--- src/rtl/add_arb_pkg.sv ---
// Shared definitions for the add_arb slice: output-stage states, id width,
// default geometry and the round-robin pointer advance helper.
package add_arb_pkg;

  localparam int DEF_WIDTH = 32;
  localparam int DEF_NREQ  = 4;
  localparam int ID_W      = 3;

  typedef enum logic {
    EMPTY = 1'b0,
    FULL  = 1'b1
  } out_state_t;

  // Pointer moves one past the last winner, wrapping at nreq-1
  function automatic logic [ID_W-1:0] next_index(input logic [ID_W-1:0] idx,
                                                 input int nreq);
    if (int'(idx) >= nreq - 1) begin
      return '0;
    end
    return idx + ID_W'(1);
  endfunction

endpackage

--- src/rtl/add_rr_pick.sv ---
// Combinational round-robin picker: first asserted valid at or after ptr,
// wrapping NREQ-1 -> 0; returns one-hot grant, binary index and a found flag.
module add_rr_pick
  import add_arb_pkg::*;
#(
  parameter int NREQ = DEF_NREQ
) (
  input  logic [NREQ-1:0] valid,
  input  logic [ID_W-1:0] ptr,
  output logic [NREQ-1:0] grant,
  output logic [ID_W-1:0] index,
  output logic            found
);

  logic [ID_W:0] pos;

  // Walk offsets 0..NREQ-1 from ptr; the first valid slot hit wins
  always_comb begin
    grant = '0;
    index = '0;
    found = 1'b0;
    pos   = '0;
    for (int k = 0; k < NREQ; k++) begin
      pos = {1'b0, ptr} + (ID_W+1)'(k);
      if (pos >= (ID_W+1)'(NREQ)) begin
        pos = pos - (ID_W+1)'(NREQ);
      end
      for (int i = 0; i < NREQ; i++) begin
        if (!found && valid[i] && (pos == (ID_W+1)'(i))) begin
          grant[i] = 1'b1;
          index    = ID_W'(i);
          found    = 1'b1;
        end
      end
    end
  end

endmodule

--- src/rtl/add_arb.sv ---
// Round-robin arbitrated shared adder with a single registered result stage.
// Define ADD_ARB_SAT_EN to saturate rsp_sum to all-ones on carry-out.
module add_arb
  import add_arb_pkg::*;
#(
  parameter int WIDTH = DEF_WIDTH,
  parameter int NREQ  = DEF_NREQ
) (
  input  logic                  clock,
  input  logic                  reset,
  input  logic [NREQ-1:0]       req_valid,
  output logic [NREQ-1:0]       req_ready,
  input  logic [NREQ*WIDTH-1:0] req_a,
  input  logic [NREQ*WIDTH-1:0] req_b,
  output logic                  rsp_valid,
  input  logic                  rsp_ready,
  output logic [WIDTH-1:0]      rsp_sum,
  output logic                  rsp_carry,
  output logic [ID_W-1:0]       rsp_id
);

  out_state_t       state_q, state_d;
  logic [ID_W-1:0]  ptr_q;
  logic [NREQ-1:0]  grant;
  logic [ID_W-1:0]  gidx;
  logic             found;
  logic             can_accept;
  logic             accept;
  logic [WIDTH-1:0] sel_a, sel_b;
  logic [WIDTH:0]   sum_full;
  logic [WIDTH-1:0] load_sum;

  add_rr_pick #(
    .NREQ (NREQ)
  ) u_pick (
    .valid (req_valid),
    .ptr   (ptr_q),
    .grant (grant),
    .index (gidx),
    .found (found)
  );

  // One-hot grant makes an AND-OR operand mux sufficient
  always_comb begin
    sel_a = '0;
    sel_b = '0;
    for (int i = 0; i < NREQ; i++) begin
      if (grant[i]) begin
        sel_a = sel_a | req_a[i*WIDTH +: WIDTH];
        sel_b = sel_b | req_b[i*WIDTH +: WIDTH];
      end
    end
  end

  assign sum_full = {1'b0, sel_a} + {1'b0, sel_b};

`ifdef ADD_ARB_SAT_EN
  assign load_sum = sum_full[WIDTH] ? {WIDTH{1'b1}} : sum_full[WIDTH-1:0];
`else
  assign load_sum = sum_full[WIDTH-1:0];
`endif

  // A held result can be replaced in the same cycle it is being drained
  always_comb begin
    state_d    = state_q;
    can_accept = 1'b0;
    case (state_q)
      EMPTY:   can_accept = 1'b1;
      FULL:    can_accept = rsp_ready;
      default: can_accept = 1'b0;
    endcase
    accept    = found & can_accept;
    req_ready = grant & {NREQ{can_accept}};
    if (accept) begin
      state_d = FULL;
    end else if (state_q == FULL && rsp_ready) begin
      state_d = EMPTY;
    end
  end

  assign rsp_valid = (state_q == FULL);

  always_ff @(posedge clock or posedge reset) begin
    if (reset) begin
      state_q   <= EMPTY;
      ptr_q     <= '0;
      rsp_sum   <= '0;
      rsp_carry <= 1'b0;
      rsp_id    <= '0;
    end else begin
      state_q <= state_d;
      if (accept) begin
        rsp_sum   <= load_sum;
        rsp_carry <= sum_full[WIDTH];
        rsp_id    <= gidx;
        ptr_q     <= next_index(gidx, NREQ);
      end
    end
  end

endmodule

--- config.mk ---
export PLATFORM = sky130hd
export DESIGN_NAME = add_arb
export DESIGN_NICKNAME = d
export VERILOG_FILES = /design/src/rtl/add_arb_pkg.sv /design/src/rtl/add_rr_pick.sv /design/src/rtl/add_arb.sv
export SDC_FILE = /design/constraint.sdc
export NUM_CORES = 1
export LEC_CHECK = 0
export CORE_AREA = 2 2 117 119
export CTS_BUF_LIST = sky130_fd_sc_hd__clkbuf_2
export DETAILED_ROUTE_END_ITERATION = 10
export DIE_AREA = 0 0 119 121
export DONT_BUFFER_PORTS = 1
export MAX_ROUTING_LAYER = met4
export SETUP_SLACK_MARGIN = 0.2
export SLEW_MARGIN = 15
export SYNTH_ARGS = -nofsm -noshare
export SYNTH_HDL_FRONTEND = slang
export SYNTH_HIERARCHICAL = 1
export SYNTH_SLANG_ARGS = --single-unit
--- constraint.sdc ---
create_clock -name clock -period 10.9 [get_ports clock]
set_clock_uncertainty 0.05 [all_clocks]
set_input_delay 0.545 -clock clock [delete_from_list [all_inputs] [get_ports clock]]
set_output_delay 0.545 -clock clock [all_outputs]
set_load 0.05 [all_outputs]
## After elaboration in Yosys (flattened, before gate mapping)

Cells that the tools add are included.

| word-level totals | value |
|---|---|
| bits in registers | 40 |
| latch bits | 0 |
| RAM bits | 0 |
| ROM bits | 0 |
| input bits | 263 |
| output and inout port bits | 41 |
| memories | 0 |

| cells by class | value |
|---|---|
| add/sub/neg operators | 9 |
| $mul | 0 |
| div/mod/pow operators | 0 |
| $lt $le $gt $ge | 5 |
| equal/unequal tests | 12 |
| shifts and indexed selects | 0 |
| multiplexer cells | 65 |
| bitwise logic cells | 9 |
| reduce and logical (&&, ||, !) cells | 52 |

Operators by type and width:

| cell | count |
|---|---|
| 32-bit two-way mux | 8 |
| 32-bit bitwise OR | 6 |
| 1-bit two-way mux | 36 |
| 32-bit by 32-bit adder with 33-bit output | 1 |
| 4-bit by 2-bit == test with 1-bit output, second input constant | 8 |
| 1-bit logical AND | 32 |
| 2-bit two-way mux | 14 |
| 4-bit by 1-bit == test with 1-bit output, second input constant | 4 |
| 4-bit zero test | 4 |
| 4-bit two-way mux | 4 |
| 1-bit zero test | 15 |
| 4-bit by 3-bit greater-or-equal comparator with 1-bit output, second input constant | 3 |
| 4-bit by 3-bit subtractor with 4-bit output, second input constant | 3 |
| 3-bit by 2-bit adder with 4-bit output, second input constant | 2 |
| 3-bit two-way mux | 2 |
| 3-bit by 1-bit adder with 4-bit output, second input constant | 1 |
| 4-bit bitwise AND | 1 |
| 3-bit by 3-bit subtractor with 4-bit output, second input constant | 1 |
| 3-bit by 1-bit adder with 3-bit output, second input constant | 1 |
| 3-bit by 2-bit greater-or-equal comparator with 1-bit output, second input constant | 1 |
| 3-bit greater-or-equal comparator, second input constant | 1 |
| 1-bit one-hot mux with 2 select lines | 1 |
| 2-bit nonzero test | 1 |
| 1-bit bitwise AND | 1 |
| 1-bit inverter | 1 |

## Longest topological paths before layout

Gate-level depths: netlist of run 1.

| depth | value |
|---|---|
| word-level depth | 69 |
| gate-level depth with buffers | 25 |

## Modules after synthesis

Netlist of run 1, hierarchy kept.

By module, submodules not included:

| module | instances | cells an instance | area each (sq um) | seq. area each (sq um) |
|---|---|---|---|---|
| add_arb | 1 | 606 | 4534.3 | 1001.0 |
| add_rr_pick | 1 | 82 | 521.8 | 0.0 |

## Worst setup path before layout of run 1

No wires, ideal clock.

| timing path | value |
|---|---|
| path type | reg2reg |
| start | register ptr_q[0] |
| end | register rsp_sum[30] |
| arrival | 4991 ps |
| setup slack | 5734 ps |
| stages on the path, launching flop included | 25 |
| buffers on the path | 3 |
| cells stage by stage | dfrtp_1 -> buf_2 -> nand2_1 -> xnor2_1 -> inv_1 -> ha_1 -> o21ai_0 -> o21ai_0 -> a22o_4 -> o41ai_2 -> clkbuf_1 -> buf_1 -> a22oi_1 -> nand2_1 -> ha_1 -> inv_1 -> fa_1 -> nor2b_1 -> o2111ai_2 -> a311oi_2 -> a2111oi_2 -> o31ai_1 -> a311oi_2 -> xnor2_1 -> mux2_4 |

RTL lines:

| what | line | RTL |
|---|---|---|
| from (decl) | add_arb.sv:23 | `logic [ID_W-1:0] ptr_q;` |
| from (signal assigned) | add_arb.sv:96 | `ptr_q <= next_index(gidx, NREQ);` |
| 3-bit by 3-bit subtractor with 4-bit output / 3-bit greater-or-equal comparator (equally long branches) | add_rr_pick.sv:26, add_rr_pick.sv:25 |  |
| 4-bit two-way mux | add_rr_pick.sv:25 | `if (pos >= (ID_W+1)'(NREQ)) begin` |
| 4-bit zero test | add_rr_pick.sv:29 | `if (!found && valid[i] && (pos == (ID_W+1)'(i))) begin` |
| 1-bit logical AND | add_rr_pick.sv:29 |  |
| 1-bit two-way mux | add_rr_pick.sv:29 |  |
| 1-bit zero test | add_rr_pick.sv:29 |  |
| 1-bit logical AND (2 in a row) | add_rr_pick.sv:29 |  |
| 1-bit two-way mux | add_rr_pick.sv:29 |  |
| (+44 left out) | -- |  |
| net grant[0] | add_arb.sv:24 | `logic [NREQ-1:0] grant;` |
| 32-bit two-way mux | add_arb.sv:48 | `if (grant[i]) begin` |
| 32-bit bitwise OR, on equally long branches | add_arb.sv:49, add_arb.sv:50 |  |
| 32-bit two-way mux | add_arb.sv:48 |  |
| 32-bit bitwise OR, on equally long branches | add_arb.sv:49, add_arb.sv:50 |  |
| 32-bit two-way mux | add_arb.sv:48 |  |
| 32-bit bitwise OR, on equally long branches | add_arb.sv:49, add_arb.sv:50 |  |
| 32-bit two-way mux | add_arb.sv:48 |  |
| 32-bit by 32-bit adder with 33-bit output (*) | add_arb.sv:55 | `assign sum_full = {1'b0, sel_a} + {1'b0, sel_b};` |
| to (signal assigned) | add_arb.sv:93 | `rsp_sum <= load_sum;` |
| to (decl) | add_arb.sv:17 | `output logic [WIDTH-1:0] rsp_sum,` |

Mark *: on every way through the listed nets, which the timed path passes. The rest lies on a longest branch.
A chain may end at the register's enable or synchronous reset.

## Final worst setup path of run 1

| timing path | value |
|---|---|
| start | register ptr_q[1] |
| end | register rsp_sum[30] |

| on the way | value |
|---|---|
| longest elaborated chain between the ends | 67 |

Ends and longest elaborated chain:

| what | line |
|---|---|
| 3-bit by 3-bit subtractor with 4-bit output / 3-bit greater-or-equal comparator (equally long branches) | add_rr_pick.sv:26, add_rr_pick.sv:25 |
| 4-bit two-way mux | add_rr_pick.sv:25 |
| 4-bit zero test | add_rr_pick.sv:29 |
| 1-bit logical AND | add_rr_pick.sv:29 |
| 1-bit two-way mux | add_rr_pick.sv:29 |
| 1-bit zero test | add_rr_pick.sv:29 |
| 1-bit logical AND (2 in a row) | add_rr_pick.sv:29 |
| 1-bit two-way mux | add_rr_pick.sv:29 |
| (+49 left out) | -- |
| 1-bit logical AND (2 in a row) | add_rr_pick.sv:29 |
| 1-bit two-way mux | add_rr_pick.sv:29 |
| 1-bit zero test | add_rr_pick.sv:29 |
| 1-bit logical AND (2 in a row) | add_rr_pick.sv:29 |
| 1-bit two-way mux (*) | add_rr_pick.sv:29 |
| net grant[3] | add_arb.sv:24 |
| 32-bit two-way mux | add_arb.sv:48 |
| 32-bit by 32-bit adder with 33-bit output (*) | add_arb.sv:55 |

Marks and branches as above.

==> flow_summary.ini, run 1 <==
[run_status]
status = finished clean

[grt]
grt_pass1_vias = 4975
globalRouteOverflowTotal = 0
grt_pass1_wl_um = 26300
grt_antenna_before_repair = 1
grt_start_max_net_pins = 66
grtUsageTotal_pct = 23.5

[yosys]
synthDominantCellAreaShare_pct = 19.8
syn-num-nets = 990
post-synth-top-area-cell = dfrtp_1
synthFlopType = dfrtp_1
seq_area_frac_synth_pct = 19.8
yosys_synthesis_warning_count = 6
postSynthCellCount = 688
synth_top_cells_by_area = dfrtp_1 (20%), a22oi_1 (19%), nand2_1 (10%)
share_of_async_settable_or_async_resettable_flops_after_synthesis_pct = 100
synth.ff_latch_count = 40
synth_cell_area_mm2 = 0.00506
synth_area_per_cell_um2 = 7.35
number_of_synthesized_flops_with_an_enable_pin = 0
synthDistinctLibCells = 65

[final_layout]
layout.nets = 954
mostFrequentLayoutCell = nand2_1
layout.cells.most_common_list = nand2_1 (137), a22oi_1 (128), o21ai_0 (46)
flow.area_growth_from_synthesis_pct = 4.65
final_layout_size_suffix_gt1_share_pct = 5.67

[timing]
final.setup.worst_slack_ns = 4.01
setup_violations = 0
max_clock_freq_ghz = 0.145
timing_worst_slew_pin_value_ns = 1.15
finalWorstPathRequiredPeriod_ns = 6.89
grt_setup_unrepaired = no
final.setup.tns_ns = 0
timing.final.max_slew_violations = 0
timing.final.crit_share_pct = 63.2
timing.final.hold_violations = 0
slew_headroom_pct = 23.3

[setup_path]
critPathArrivalTime_ns = 7.20
crit_family = compound AO/OA/AOI/OAI gates
critPathSlowestCell = a221oi_4
worstPathCellList = nor2_1, xnor2_1, inv_1, ha_1, nor4_1, a41o_2, nor2_1, a221oi_4, buf_4, a22oi_1, nand2_1, ha_1, inv_1, fa_1, nor2b_1, o2111ai_2, a311oi_2, a2111oi_2, o31ai_1, a311oi_2, xnor2_1, mux2_4
required_ns = 11.21
critical_path.startpoint_type = register
worstSetupEndpointType = register
crit_buf_inv = 3
timing_worst_setup_path_type = register to register
cp_max_fo = 39
critical-path-max-stage-delay_ns = 0.96

[routing]
detailroute.via_count = 5333
drt_first_iter_violations = 320
routed_wl_um = 17500
drc_errors = 0
drt-vias-per-instance = 6.43
drt_first_pass_iters = 4
postRouteAntennaNets = 0
avgRoutedWirePerCell_um = 21.0

[pwr]
power.net_switching_uw = 1560
cell_internal_power_uw = 1060
clock_power_share_pct = 5.3
power_density_of_the_placed_cells_mw_per_mm2 = 495
p_seq_share_pct = 20.8
combPwrFrac_pct = 73.9
p_leak_uw = 0.00228
peak_supply_drop_v = 0.000181
switching_share_pct = 59.6

[clock_network]
clockRootBuffer = clkbuf_2
clock_path_buffers = 2
cts.reportedPaths.clkPinSlew_ns = 0.23
cts_tree = yes
clk-insertion-delay-late_ns = 0.44
cts_setup_buffers = 0
cts-hold-fix-buffers = 0
clock_sink_count = 40
cts_inserted_buffers = 5
cts_max_level = 2
cts_resized = 0

[floorplan]
fp.dieW_um = 119
die-area_mm2 = 0.0144
die_height_um = 121
core_mm2 = 0.0131
core.rowCount = 42
boundaryPins = 304
floorplan.initialDensity_pct = 38.6

[placement]
post-place-ws_ns = 4.09
numPortBuffers = 0
hpwl_dp_um = 14200
gp_routability_congestion = 0.864

[worst_hold_path]
worstHoldPathType = input port to async pin

[run]
maxCapViolCount = 0
[cell usage after synthesis (all sizes together) (3+ instances only)]
cell	instances
nand2	138
a22oi	128
o21ai	50
a21oi	40
dfrtp	40
ha	38
clkbuf	34
inv	22
nor2	22
xnor2	19
a21o	15
buf	15
nand3	14
nor3	11
xor2	9
and2	8
nand4	6
o21a	6
a311oi	5
a31oi	5
nand2b	5
nor2b	4
a2111oi	3
a211oi	3
a22o	3
and3	3
mux2	3
o2111ai	3
o211ai	3
o21bai	3
o31ai	3
or3	3
[worst paths after layout]
kind	to	cells after the start	start	slack (ns)
min in group clock	rsp_id[1]	4	req_valid[3]	0.41
max in group asynchronous	rsp_sum[15]	1	reset	10.17
max reg2reg	rsp_sum[30]	22	ptr_q[1]	4.01
min reg2reg	rsp_sum[0]	2	rsp_sum[0]	0.74
min	rsp_sum[0]	1	reset	0.06
max	rsp_sum[30]	22	ptr_q[1]	4.01
[through the flow]
stage	hold slack (ns)	power, µW	cell area [µm²]	util (%)	instances
detailed placement	0.624	2460	5160	39.5	820
floorplan	0.478	2020	5060	-	688
global route	0.0769	2870	5290	40.4	830
global placement	0.626	2430	5160	39.5	820
CTS	0.0914	2610	5280	40.3	828
finish	0.0588	2620	5290	40.4	830
[registers in the layout, summed over array words and instances (netlist names)]
signal / count
ptr_q: 3
rsp_id: 3
rsp_carry: 1
rsp_sum: 32
rsp_valid: 1
[routing by layer]
metal	share of wire, %	vias to the layer above	track usage (%)	routed length [µm]
met5	0	-	-	0
met3	6.7	23	4.09	1170
met1	44	2520	29.8	7600
li1	-	2512	-	-
met4	2.0	0	6.85	353
met2	48	278	38.7	8340
[cells by family (layout without fill, tap and decap cells)]
logic type | after synthesis | in the layout | synth area share [%]
AO/OA/AOI/OAI | 283 | 283 | 39.7
adder cells (fa/ha/maj) | 39 | 39 | 9.80
buffers and inverters | 71 | 36 | 5.67
flip-flops | 40 | 40 | 19.8
XOR/XNOR | 28 | 28 | 4.85
multiplexers | 3 | 3 | 0.742
other | 1 | 2 | 0.0742
AND/OR/NAND/NOR | 223 | 223 | 19.4
[power groups by stage]
stage	combinational, µW	clock, µW	sequential, µW
after global placement	1880	0	546
final	1930	139	545
after CTS	1920	144	545
after detailed placement	1910	0	550
after floorplan	1520	0	503
after global routing	2170	148	553
[cell type report]
| type | count | area, µm² |
|---|---|---|
| fill | 1322 | 7790 |
| multi-input combinational | 577 | 3820 |
| sequential | 40 | 1000 |
| tap | 176 | 220 |
| clock inverter | 3 | 90.1 |
| inverter | 22 | 87.6 |
| timing repair buffer | 6 | 48.8 |
| clock buffer | 5 | 25.0 |
| antenna | 1 | 2.50 |
No activity file was read; power rests on OpenSTA's default activity.
==> inputs of run 2 (changes only) <==
==> constraint.sdc (replaced) <==
create_clock -name clock -period 7.1 [get_ports clock]
set_clock_uncertainty 0.05 [all_clocks]
set_input_delay 0.355 -clock clock [delete_from_list [all_inputs] [get_ports clock]]
set_output_delay 0.355 -clock clock [all_outputs]
set_load 0.05 [all_outputs]
==> flow_summary.ini, run 2 (synthesized netlist as in run 1, its figures left out) <==
[run_status]
status = finished clean

[routing]
drt-vias-per-instance = 6.30
routed_wl_um = 18100
detailroute.via_count = 5257
postRouteAntennaNets = 0
drc_errors = 0
drt_first_iter_violations = 359
avgRoutedWirePerCell_um = 21.6
drt_first_pass_iters = 5

[grt]
grt_pass1_vias = 5006
globalRouteOverflowTotal = 0
grt_start_max_net_pins = 51
grt_pass1_wl_um = 27400
grtUsageTotal_pct = 24.8
grt_antenna_before_repair = 3

[final_layout]
layout.nets = 957
final_layout_size_suffix_gt1_share_pct = 5.79
flow.area_growth_from_synthesis_pct = 3.66
biggest_registers_after_layout = rsp_sum (32), ptr_q (3), rsp_id (3)
mostFrequentLayoutCell = nand2_1
largest_register_ff_count = 32
layout.cells.most_common_list = nand2_1 (137), a22oi_1 (128), o21ai_0 (46)
regMostFlops = rsp_sum

[setup_path]
cp_max_fo = 17
worstPathCellList = nor2_1, xnor2_1, inv_1, ha_1, nor4_1, a41o_2, nor2_1, a221oi_4, buf_4, a22oi_1, nand2_1, ha_1, inv_1, fa_1, nor2b_1, o2111ai_2, a311oi_2, a2111oi_2, o31ai_1, a311oi_2, xnor2_1, mux2_4
critical_path.startpoint_type = register
critPathArrivalTime_ns = 6.66
critPathSlowestCell = a221oi_4
required_ns = 7.38
worstSetupStartpoint = ptr_q[1]
critical-path-max-stage-delay_ns = 0.85
timing_worst_setup_path_type = register to register
worstSetupEndpointType = register
worst_r2r_startpoint = ptr_q[1]

[worst_hold_path]
critical_hold_path_startpoint = req_valid[3]
worstHoldPathType = input port to register

[run]
maxCapViolCount = 0

[floorplan]
core.rowCount = 42
die-area_mm2 = 0.0144
die_height_um = 121
floorplan.initialDensity_pct = 38.6
fp.dieW_um = 119
boundaryPins = 304
core_mm2 = 0.0131

[placement]
gp_routability_congestion = 0.889
numPortBuffers = 0
hpwl_dp_um = 14700
post-place-ws_ns = 0.857

[clock_network]
clock_sink_count = 40
cts.reportedPaths.clkPinSlew_ns = 0.21
cts_inserted_buffers = 5
clockRootBuffer = clkbuf_2
clock_path_buffers = 2
cts_max_level = 2
cts_tree = yes
cts_resized = 0
clk-insertion-delay-late_ns = 0.42

[timing]
max_clock_freq_ghz = 0.157
timing_worst_slew_pin_value_ns = 0.988
finalWorstPathRequiredPeriod_ns = 6.38
grt_setup_unrepaired = no
setup_violations = 0
timing.final.max_slew_violations = 0
timing.final.crit_share_pct = 89.9
final.setup.tns_ns = 0
timing.final.hold_violations = 0
final.setup.worst_slack_ns = 0.717
slew_headroom_pct = 34.1

[pwr]
peak_supply_drop_v = 0.000240
post-layout-total-power_uw = 3940
power_density_of_the_placed_cells_mw_per_mm2 = 751
p_leak_uw = 0.00226
-- run 2: layout make-up --
| cell class | count | area [µm²] |
|---|---|---|
| fill | 1374 | 7840 |
| clock inverter | 1 | 3.75 |
| inverter | 22 | 87.6 |
| antenna | 3 | 7.51 |
| timing repair buffer | 9 | 70.1 |
| sequential | 40 | 1000 |
| multi-input combinational | 577 | 3820 |
| clock buffer | 7 | 35.0 |
| tap | 176 | 220 |
-- run 2: power breakdown --
group | switching [µW] | internal (µW) | total (µW) | leakage [µW]
Sequential | 490 | 347 | 837 | 0.000489
Combinational | 1840 | 1150 | 2990 | 0.00174
Clock | 80.5 | 26.3 | 107 | 0.0000307
-- run 2: routing by layer --
layer | global-route usage, % | part of all wire [%] | vias to the layer above | wire [µm]
li1 | - | - | 2512 | -
met1 | 31.8 | 43 | 2447 | 7810
met2 | 39.8 | 47 | 273 | 8490
met3 | 4.98 | 7.7 | 25 | 1390
met4 | 7.07 | 2.0 | 0 | 368
met5 | - | 0 | - | 0
-- run 2: critical path: cells and delay by family (launching register included) --
family                   cells  cell delay [ns]
adder cells (fa/ha/maj)      3             0.81
flip-flops                   1             0.62
multiplexers                 1             0.26
AO/OA/AOI/OAI                8             2.44
XOR/XNOR                     2             0.36
AND/OR/NAND/NOR              5             1.29
buffers and inverters        3             0.44
-- run 2: repair_timing --
action,CTS,global route
endpoints found under the hold margin,40,0
hold buffers,1,0
setup buffers,0,0
-- run 2: path summary, 6_finish.rpt --
path,slack (ns),depth (start not counted),end
hold / removal,0.29,4,rsp_id[1]
hold reg to reg,0.74,2,rsp_id[1]
min in group asynchronous,0.50,2,rsp_sum[19]
max in group asynchronous,5.96,2,rsp_sum[25]
setup / recovery,0.72,22,rsp_sum[30]
setup reg to reg,0.72,22,rsp_sum[30]
-- run 2: stage by stage --
stage	utilization (%)	instances	hold WS [ns]	area, µm²
after global routing	40.1	835	0.265	5240
final	40.1	835	0.289	5240
after floorplan	-	688	0.478	5060
after global placement	39.6	823	0.423	5180
after CTS	40.0	832	0.261	5230
after detailed placement	39.6	823	0.445	5180
==> inputs of run 3 (changes only) <==
--- a/config.mk
+++ b/config.mk
@@ -5,15 +5,14 @@
 export SDC_FILE = /design/constraint.sdc
 export NUM_CORES = 1
 export LEC_CHECK = 0
-export CORE_AREA = 2 2 117 119
+export CORE_AREA = 2 2 118 120
 export CTS_BUF_LIST = sky130_fd_sc_hd__clkbuf_2
 export DETAILED_ROUTE_END_ITERATION = 10
-export DIE_AREA = 0 0 119 121
+export DIE_AREA = 0 0 120 122
 export DONT_BUFFER_PORTS = 1
 export MAX_ROUTING_LAYER = met4
 export SETUP_SLACK_MARGIN = 0.2
 export SLEW_MARGIN = 15
 export SYNTH_ARGS = -nofsm -noshare
 export SYNTH_HDL_FRONTEND = slang
-export SYNTH_HIERARCHICAL = 1
 export SYNTH_SLANG_ARGS = --single-unit
==> flow_summary.ini, run 3 <==
[final_layout]
largest_register_ff_count = 32
count_of_placed_standard_cells_in_the_final_layout_fillers_left_out = 765
num-fill-cells = 1443
flow.area_growth_from_synthesis_pct = 2.49
layout.area.seq_um2 = 951
final_layout_size_suffix_gt1_share_pct = 5.99
layout.nets = 881
biggest_registers_after_layout = rsp_sum (32), ptr_q (2), rsp_id (2)
multi_input_comb_area_mm2 = 0.00340
mostFrequentLayoutCell = nand2_1
regMostFlops = rsp_sum
final_core_utilization_pct = 35.1
layout.cells.most_common_list = nand2_1 (172), a222oi_1 (64), dfrtp_1 (38)

[placement]
post-place-ws_ns = 1.79
numPortBuffers = 0
instance_count_after_placement_with_tap_cells_included = 755
hpwl_dp_um = 14700
gp_routability_congestion = 0.879

[grt]
grt_pass1_wl_um = 26800
grtUsageTotal_pct = 24.3
grt_antenna_before_repair = 1
grt_pass1_vias = 4745
grt_start_max_net_pins = 66
globalRouteOverflowTotal = 0

[timing]
timing.final.hold_violations = 0
grt_setup_unrepaired = no
slew_headroom_pct = 40.5
max_clock_freq_ghz = 0.185
final.setup.tns_ns = 0
timing.final.max_slew_violations = 0
final.setup.worst_slack_ns = 1.70
timing.final.crit_share_pct = 76.1
timing_worst_slew_pin_value_ns = 0.893
setup_violations = 0
finalWorstPathRequiredPeriod_ns = 5.40

[clock_network]
clock_path_buffers = 2
cts_max_level = 2
cts_inserted_buffers = 5
cts.reportedPaths.clkPinSlew_ns = 0.21
clk-insertion-delay-late_ns = 0.39
cts_tree = yes
cts_resized = 0
clock_sink_count = 38
clockRootBuffer = clkbuf_2

[floorplan]
die_height_um = 122
die-area_mm2 = 0.0146
boundaryPins = 304
floorplan.initialDensity_pct = 34.2
fp.dieW_um = 120
core_mm2 = 0.0135
core.rowCount = 43

[setup_path]
cp_max_fo = 45
required_ns = 7.37
critPathArrivalTime_ns = 5.68
crit_family = compound AO/OA/AOI/OAI gates
cpMostUsedCell = nand2_1
worstSetupEndpointType = register
worstPathCellList = nor2b_1, a32oi_1, a2bb2oi_2, nor2_1, nand2_1, a31oi_4, buf_4, a222oi_1, nand2_1, ha_1, fa_1, a211oi_1, o21ai_2, a21oi_1, or4b_4, a31oi_2, o21a_2, o2111ai_1, a221oi_2
critical_path.startpoint_type = register
critPathSlowestCell = dfrtp_1
crit_buf_inv = 1
critical-path-max-stage-delay_ns = 0.60
timing_worst_setup_path_type = register to register

[run_status]
status = finished clean

[yosys]
synth_cell_area_mm2 = 0.00462
synth.top_cells.by_count = nand2_1 (172), a222oi_1 (64), dfrtp_1 (38)
yosys_synthesis_warning_count = 0
syn-num-nets = 913
seq_area_frac_synth_pct = 20.6
postSynthCellCount = 615
synthDistinctLibCells = 69
number_of_synthesized_flops_with_an_enable_pin = 0
synthFlopType = dfrtp_1
synth.ff_latch_count = 38
post-synth-top-area-cell = dfrtp_1
synth_area_per_cell_um2 = 7.51
share_of_async_settable_or_async_resettable_flops_after_synthesis_pct = 100
synthDominantCellAreaShare_pct = 20.6
most_used_standard_cell_by_instance_count_after_synthesis = nand2_1
synth_top_cells_by_area = dfrtp_1 (21%), nand2_1 (14%), a222oi_1 (14%)

[routing]
drt_first_pass_iters = 11
postRouteAntennaNets = 0
avgRoutedWirePerCell_um = 23.8
drc_errors = 0
routed_wl_um = 18200
detailroute.via_count = 5036
drt_first_iter_violations = 623
drt-vias-per-instance = 6.58

[pwr]
peak_supply_drop_v = 0.000165
power_density_of_the_placed_cells_mw_per_mm2 = 629
p_leak_uw = 0.00206

[run]
maxCapViolCount = 0

[worst_hold_path]
worstHoldPathType = input port to register
run 3: worst min-delay path, cell delays in order:
cell	delay, ns
nand2_1	0.03
nand2_1	0.07
ha_1	0.11
mux2_2	0.13
run 3: through the flow:
step / power (µW) / instance area (µm²) / hold slack, ns
CTS: 2980 / 4730 / 0.254
detailed placement: 2870 / 4680 / 0.367
global placement: 2810 / 4680 / 0.363
global route: 3250 / 4730 / 0.268
floorplan: 2390 / 4620 / 0.497
finish: 2980 / 4730 / 0.273
run 3: timing repair:
item	4_1_cts	5_1_grt
hold endpoints to repair	38	0
hold buffers	1	0
setup buffers	0	0
run 3: layout make-up:
cell class	count	area share, %
antenna	1	0.0529
clock buffer	6	0.634
clock inverter	2	0.185
inverter	18	1.43
multi-input combinational	514	71.9
sequential	38	20.1
tap	180	4.76
timing repair buffer	6	1.00
run 3: routing by layer:
metal	up-vias	part of all wire (%)	routed length (µm)	GRT usage, %
met5	-	0	0	-
met4	0	3.3	605	8.24
met3	49	9.2	1670	5.85
met2	305	46	8300	38.6
met1	2392	42	7590	30.4
li1	2290	-	-	-
run 3: where the power goes:
part	internal [µW]	switching (µW)	leakage [µW]
clock network	24.3	76.6	0.0000304
registers	325	468	0.000457
logic	820	1270	0.00157
run 3: final timing paths:
check	start	end	slack (ns)	cells after the start
worst max-delay path	ptr_q[1]	rsp_carry	1.70	19
worst min-delay path	req_b[32]	rsp_sum[0]	0.27	4
worst max register to register	ptr_q[1]	rsp_carry	1.70	19
worst min register to register	ptr_q[0]	ptr_q[0]	0.68	2
max in group asynchronous	reset	rsp_sum[14]	6.18	3
min in group asynchronous	reset	rsp_sum[25]	0.46	3
run 3: kinds of logic (layout without fill, tap and decap cells):
family,count (synthesis),count (layout),synth area share (%)
AOI/OAI and AO/OA,205,205,35.0
xor gates and xnor gates,18,18,3.41
adders and majority gates,35,35,9.64
buffers and inverters,63,32,6.15
DFF,38,38,20.6
muxes,7,7,1.65
other,2,3,0.163
and+or+nand+nor,247,247,23.4
